## src/rtl/ft601_bus_ctrl.sv

```systemverilog
// FT601 245-synchronous FIFO bus controller: time-shares the 32-bit tristate
// bus between the host-to-device read stream and the device-to-host write stream.
module ft601_bus_ctrl #(
   parameter int MaxBurst   = 64,
   parameter int TurnCycles = 1
) (
   input  logic        clk_i,
   input  logic        rst_i,
   input  logic        usb_rxf_ni,
   input  logic        usb_txe_ni,
   input  logic [31:0] usb_data_i,
   output logic [31:0] usb_data_o,
   output logic        usb_data_oe,
   output logic [3:0]  usb_be_o,
   output logic        usb_be_oe,
   output logic        usb_rd_no,
   output logic        usb_wr_no,
   output logic        usb_oe_no,
   output logic        rx_valid_o,
   output logic [31:0] rx_data_o,
   input  logic        rx_afull_i,
   input  logic        tx_valid_i,
   input  logic [31:0] tx_data_i,
   input  logic [3:0]  tx_be_i,
   output logic        tx_ready_o,
   output logic        busy_o
);

   typedef enum logic [2:0] {IDLE, RD_OE, RD, RD_END, WR, TURN} state_t;

   localparam logic [7:0] BurstMax  = 8'(MaxBurst);
   localparam logic [7:0] BurstLast = 8'(MaxBurst - 1);
   localparam logic [1:0] TurnLast  = 2'(TurnCycles - 1);

   state_t     state;
   logic [7:0] burst_cnt;
   logic [1:0] turn_cnt;
   logic       last_wr;
   logic       wr_pend;

   logic rd_elig, wr_elig, rd_cap, rd_exit;
   logic wr_accept, wr_hit, wr_exit, wr_load;

   function automatic logic [7:0] sat_inc(input logic [7:0] v);
      return (v == 8'hFF) ? v : v + 8'd1;
   endfunction

   // The burst limit in WR first blocks new loads, then leaves once the
   // holding register has drained, so a loaded word is never abandoned.
   always_comb begin
      rd_elig    = !usb_rxf_ni && !rx_afull_i;
      wr_elig    = tx_valid_i && !usb_txe_ni;
      rd_cap     = (state == RD) && !usb_rd_no && !usb_rxf_ni;
      rd_exit    = usb_rxf_ni || rx_afull_i ||
                   (rd_cap && wr_elig && (burst_cnt >= BurstLast));
      wr_accept  = (state == WR) && wr_pend && !usb_txe_ni;
      wr_hit     = (burst_cnt >= BurstMax) && rd_elig;
      wr_exit    = (state == WR) && !wr_pend && (wr_hit || !tx_valid_i || usb_txe_ni);
      tx_ready_o = !rst_i && (state == WR) && !wr_exit && !wr_hit &&
                   (!wr_pend || !usb_txe_ni);
      wr_load    = tx_ready_o && tx_valid_i;
   end

   always_ff @(posedge clk_i) begin
      if (rst_i) begin
         state       <= IDLE;
         burst_cnt   <= 8'd0;
         turn_cnt    <= 2'd0;
         last_wr     <= 1'b1;
         wr_pend     <= 1'b0;
         usb_data_o  <= 32'd0;
         usb_data_oe <= 1'b0;
         usb_be_o    <= 4'd0;
         usb_be_oe   <= 1'b0;
         usb_rd_no   <= 1'b1;
         usb_wr_no   <= 1'b1;
         usb_oe_no   <= 1'b1;
         rx_valid_o  <= 1'b0;
         rx_data_o   <= 32'd0;
         busy_o      <= 1'b0;
      end else begin
         // rx push stage: one word per strobed edge, presented one cycle later
         rx_valid_o <= 1'b0;
         if (rd_cap) begin
            rx_valid_o <= 1'b1;
            rx_data_o  <= usb_data_i;
         end

         unique case (state)
            IDLE: begin
               if (rd_elig && (!wr_elig || last_wr)) begin
                  state     <= RD_OE;
                  usb_oe_no <= 1'b0;
                  last_wr   <= 1'b0;
                  burst_cnt <= 8'd0;
                  busy_o    <= 1'b1;
               end else if (wr_elig) begin
                  state       <= WR;
                  usb_data_oe <= 1'b1;
                  usb_be_oe   <= 1'b1;
                  last_wr     <= 1'b1;
                  burst_cnt   <= 8'd0;
                  busy_o      <= 1'b1;
               end
            end
            RD_OE: begin
               state     <= RD;
               usb_rd_no <= 1'b0;
            end
            RD: begin
               if (rd_cap) burst_cnt <= sat_inc(burst_cnt);
               if (rd_exit) begin
                  state     <= RD_END;
                  usb_rd_no <= 1'b1;
               end
            end
            RD_END: begin
               state     <= TURN;
               usb_oe_no <= 1'b1;
               turn_cnt  <= 2'd0;
            end
            WR: begin
               if (wr_load) begin
                  wr_pend    <= 1'b1;
                  usb_wr_no  <= 1'b0;
                  usb_data_o <= tx_data_i;
                  usb_be_o   <= tx_be_i;
                  burst_cnt  <= sat_inc(burst_cnt);
               end else if (wr_accept) begin
                  wr_pend   <= 1'b0;
                  usb_wr_no <= 1'b1;
               end
               if (wr_exit) begin
                  state    <= TURN;
                  turn_cnt <= 2'd0;
               end
            end
            TURN: begin
               // after a write the bus is released one edge after the last strobe
               if (usb_data_oe) begin
                  usb_data_oe <= 1'b0;
                  usb_be_oe   <= 1'b0;
               end else if (turn_cnt == TurnLast) begin
                  state  <= IDLE;
                  busy_o <= 1'b0;
               end else begin
                  turn_cnt <= turn_cnt + 2'd1;
               end
            end
            default: begin
               state <= IDLE;
            end
         endcase
      end
   end

endmodule

```

## config.mk

```make
export PLATFORM = sky130hd
export DESIGN_NAME = ft601_bus_ctrl
export DESIGN_NICKNAME = d
export VERILOG_FILES = /design/src/rtl/ft601_bus_ctrl.sv
export SDC_FILE = /design/constraint.sdc
export NUM_CORES = 1
export LEC_CHECK = 0
export ABC_AREA = 1
export CAP_MARGIN = 20
export CORE_ASPECT_RATIO = 0.7
export CORE_MARGIN = 3
export CORE_UTILIZATION = 43
export DETAILED_ROUTE_END_ITERATION = 16
export GPL_TIMING_DRIVEN = 1
export PLACE_DENSITY = 0.8
export SKIP_LAST_GASP = 1
export SYNTH_ARGS = -nofsm -noshare
export SYNTH_HDL_FRONTEND = slang
export SYNTH_SLANG_ARGS = --single-unit
export TNS_END_PERCENT = 1
```

## constraint.sdc

```tcl
create_clock -name clk_i -period 1.7 [get_ports clk_i]
set_input_delay 0.17 -clock clk_i [delete_from_list [all_inputs] [get_ports clk_i]]
set_output_delay 0.17 -clock clk_i [all_outputs]
set_load 0.1 [all_outputs]
```

==> results.py <==
metrics = {
    "synthesis": {
        "netlist.area_leader.share": 0.482,
        "ys_seq_area_frac": 0.482,
        "syn_inst": 494,
        "synth.avg_cell_area_sq_um": 7.57,
        "syn_area_sq_um": 3740,
        "syn_nets": 570,
        "yosys-top-cells-area": "dfxtp_1 (48%), nor2_1 (8.6%), a21oi_1 (7.0%)",
        "synth_seq_cells": 90,
        "ys_types": 33,
        "yosys.area.top_type": "dfxtp_1",
        "ys_warn_count": 0,
    },
    "power_and_ir_drop": {
        "ir_drop_mv": 0.681,
        "p_leak_nw": 2.35,
        "p_per_area_nw_per_um2": 1310,
    },
    "critical_path": {
        "critical_path_class": "in -> out",
        "worst_ep_arrival_time_ps": 1470,
        "r2r_slack_ps": 110,
        "cp_data_required_time_ps": 1530,
        "timing.rr.end": "burst_cnt[4]",
        "critPathLaunchType": "primary input",
        "end_kind": "output pin",
        "worst-path-max-fanout": 6,
        "r2r_cells": 10,
        "r2r_start": "burst_cnt[1]",
    },
    "finish": {
        "fillers": 662,
        "areaGrowthSynthToFinish_pct": 48.6,
        "final_common_cell": "buf_4",
        "drive_above_1_share": 0.226,
        "fin_area_sq_um": 5560,
        "regArea_sq_um": 1810,
        "nets": 721,
        "multiInputGateArea_sq_um": 1540,
        "final_cell_mix": "buf_4 (90), nor2_1 (85), dfxtp_1 (84)",
        "diodes": 0,
        "final_util": 0.683,
    },
    "sta": {
        "slew_violations": 0,
        "max_freq_mhz": 610,
        "worst_pin_slew_ps": 726,
        "rsz0062_at_grt": "true",
        "fin_crit_sh": 0.964,
        "hold_viol": 0,
        "maxSlewHeadroom": 0.516,
        "skew_ps": 6.68,
        "setup_violations": 0,
        "post-route-min-period_ps": 1640,
    },
    "job": {
        "maxCapViolCount": 0,
    },
    "floorplanning": {
        "die_height_um": 84.0,
        "std_cell_rows": 27,
        "core_area_sq_um": 8140,
        "dieArea_sq_um": 9870,
        "start_util": 0.460,
        "die_x_um": 117,
        "pin_count": 150,
    },
    "clock_network": {
        "clk_pin_slew_worst_paths_ps": 60,
        "cts.sinks": 90,
        "cts_root_buf": "clkbuf_16",
        "clkLatencyLatePin_ps": 320,
        "cts_hold_buf": 0,
        "clk_path_buf_depth": 2,
        "h-tree-depth": 3,
        "cts_tree": "done",
        "numCtsBuffers": 9,
    },
    "route": {
        "drc": 0,
        "drt_iter0_drc": 178,
        "drtPass1Iterations": 5,
        "routed_wl_um": 9860,
        "routedWlPerCell_um": 12.9,
        "vias": 3733,
        "ant_nets": 0,
        "via_per_inst": 4.87,
    },
    "placement": {
        "gp_congestion": 0.911,
        "dpl_cell_area_sq_um": 5210,
        "io_buffers": 149,
        "dp_hpwl_um": 7530,
    },
    "global_routing": {
        "grtUsageTotal": 0.198,
        "grt_start_max_net_pins": 84,
        "grt_pass1_vias": 3550,
        "antenna_found_initial": 0,
        "grt_first_pass_wirelength_um": 16200,
        "grt-ovfl-total": 0,
    },
    "min_path": {
        "min_path_cells": 2,
        "hp-class": "reg -> reg",
        "hold_start": "usb_data_o[23]",
        "min_to": "usb_data_o[23]",
    },
    "run_status": {
        "status": "finished, final reports clean",
    },
}
[worst max-delay path, stage by stage]
cell	delay, ps
clkdlybuf4s50_1	430
nor2_2	280
nand2_1	100
nand2_1	80
nand2_2	80
and3_4	160
buf_12	160
[routing by layer]
layer,global-route usage,wire [um]
met1,0.223,3920
met5,0,0
met3,0.108,1120
met4,0.0457,95
met2,0.331,4720
[what timing repair did]
item,4_1_cts,5_1_grt
endpoints found under the setup margin,0,13
buffers inserted,0,0
hold endpoints to repair,0,0
gates resized for setup,0,9
[synth_stat cells]
cell and n:
nand2_4 2, o21ai_2 2, nor2_2 3, a21oi_4 1
o21ai_0 52, o211ai_1 2, a21oi_1 52, nor2_1 86
nand3_1 22, clkinv_4 1, a21boi_0 1, nand2_2 6
nor2_4 2, a22oi_1 1, clkbuf_2 1, nand4_1 1
clkbuf_1 13, buf_4 1, nand3b_1 1, a21oi_2 1
buf_6 9, dfxtp_1 90, xor2_1 1, o21ai_1 22
nor3_1 1, and3_1 1, inv_1 56, ha_1 2
nand4_4 1, buf_2 4, or2_2 4, inv_2 4
nand2_1 48
[area by class of cell]
| cell class | instances | share of cell area |
|---|---|---|
| clock buffer | 13 | 0.0504 |
| clock inverter | 3 | 0.00810 |
| inverter | 61 | 0.0421 |
| multi-input combinational | 315 | 0.277 |
| sequential | 90 | 0.325 |
| tap | 116 | 0.0261 |
| timing repair buffer | 168 | 0.271 |
[report_power, final]
part	switching, mW	leakage (nW)	internal [mW]	total, mW
sequential	0.165	0.730	2.33	2.50
combinational	1.77	1.47	0.972	2.74
clock	0.767	0.154	1.30	2.07
total	2.70	2.35	4.60	7.31
[sequential cells by signal, indices dropped and copies added (netlist names), 2 cells and up]
| register | flops |
|---|---|
| turn_cnt | 2 |
| burst_cnt | 8 |
| rx_data_o | 32 |
| usb_be_o | 4 |
| usb_data_o | 32 |
| state | 3 |
[stage by stage]
stage | cells | hold WS, ps | setup slack, ps | setup TNS (ps) | power [mW]
4_1_cts | 766 | 442 | 19.2 | 0 | 7.33
5_1_grt | 766 | 450 | -19.8 | -56.5 | 7.74
6_report | 766 | 447 | 61.3 | 0 | 7.31
2_1_floorplan | 494 | 334 | 33.2 | 0 | 4.54
3_5_place_dp | 750 | 441 | -210 | -5290 | 5.24
3_3_place_gp | 750 | 433 | -153 | -1680 | 5.13
[worst max path at each step]
stage	startpoint	end	slack, ps	cells after the start
floorplan	state[0]	tx_ready_o	30	5
global placement	usb_rxf_ni	burst_cnt[5]	-150	11
detailed placement	usb_rxf_ni	burst_cnt[5]	-210	11
CTS	burst_cnt[0]	burst_cnt[6]	20	10
global route	burst_cnt[1]	burst_cnt[3]	-20	10
finish	usb_rxf_ni	tx_ready_o	60	7
[cells by family (layout without fill, tap and decap cells)]
logic type / after synthesis / after routing / share of synthesized area
AOI/OAI and AO/OA: 134 / 134 / 0.188
adders and majority gates: 2 / 2 / 0.00669
buffers and inverters: 89 / 245 / 0.111
xor gates and xnor gates: 1 / 1 / 0.00234
DFF: 90 / 90 / 0.482
and+or+nand+nor: 178 / 178 / 0.210
Power figures use the tool's default switching activity.
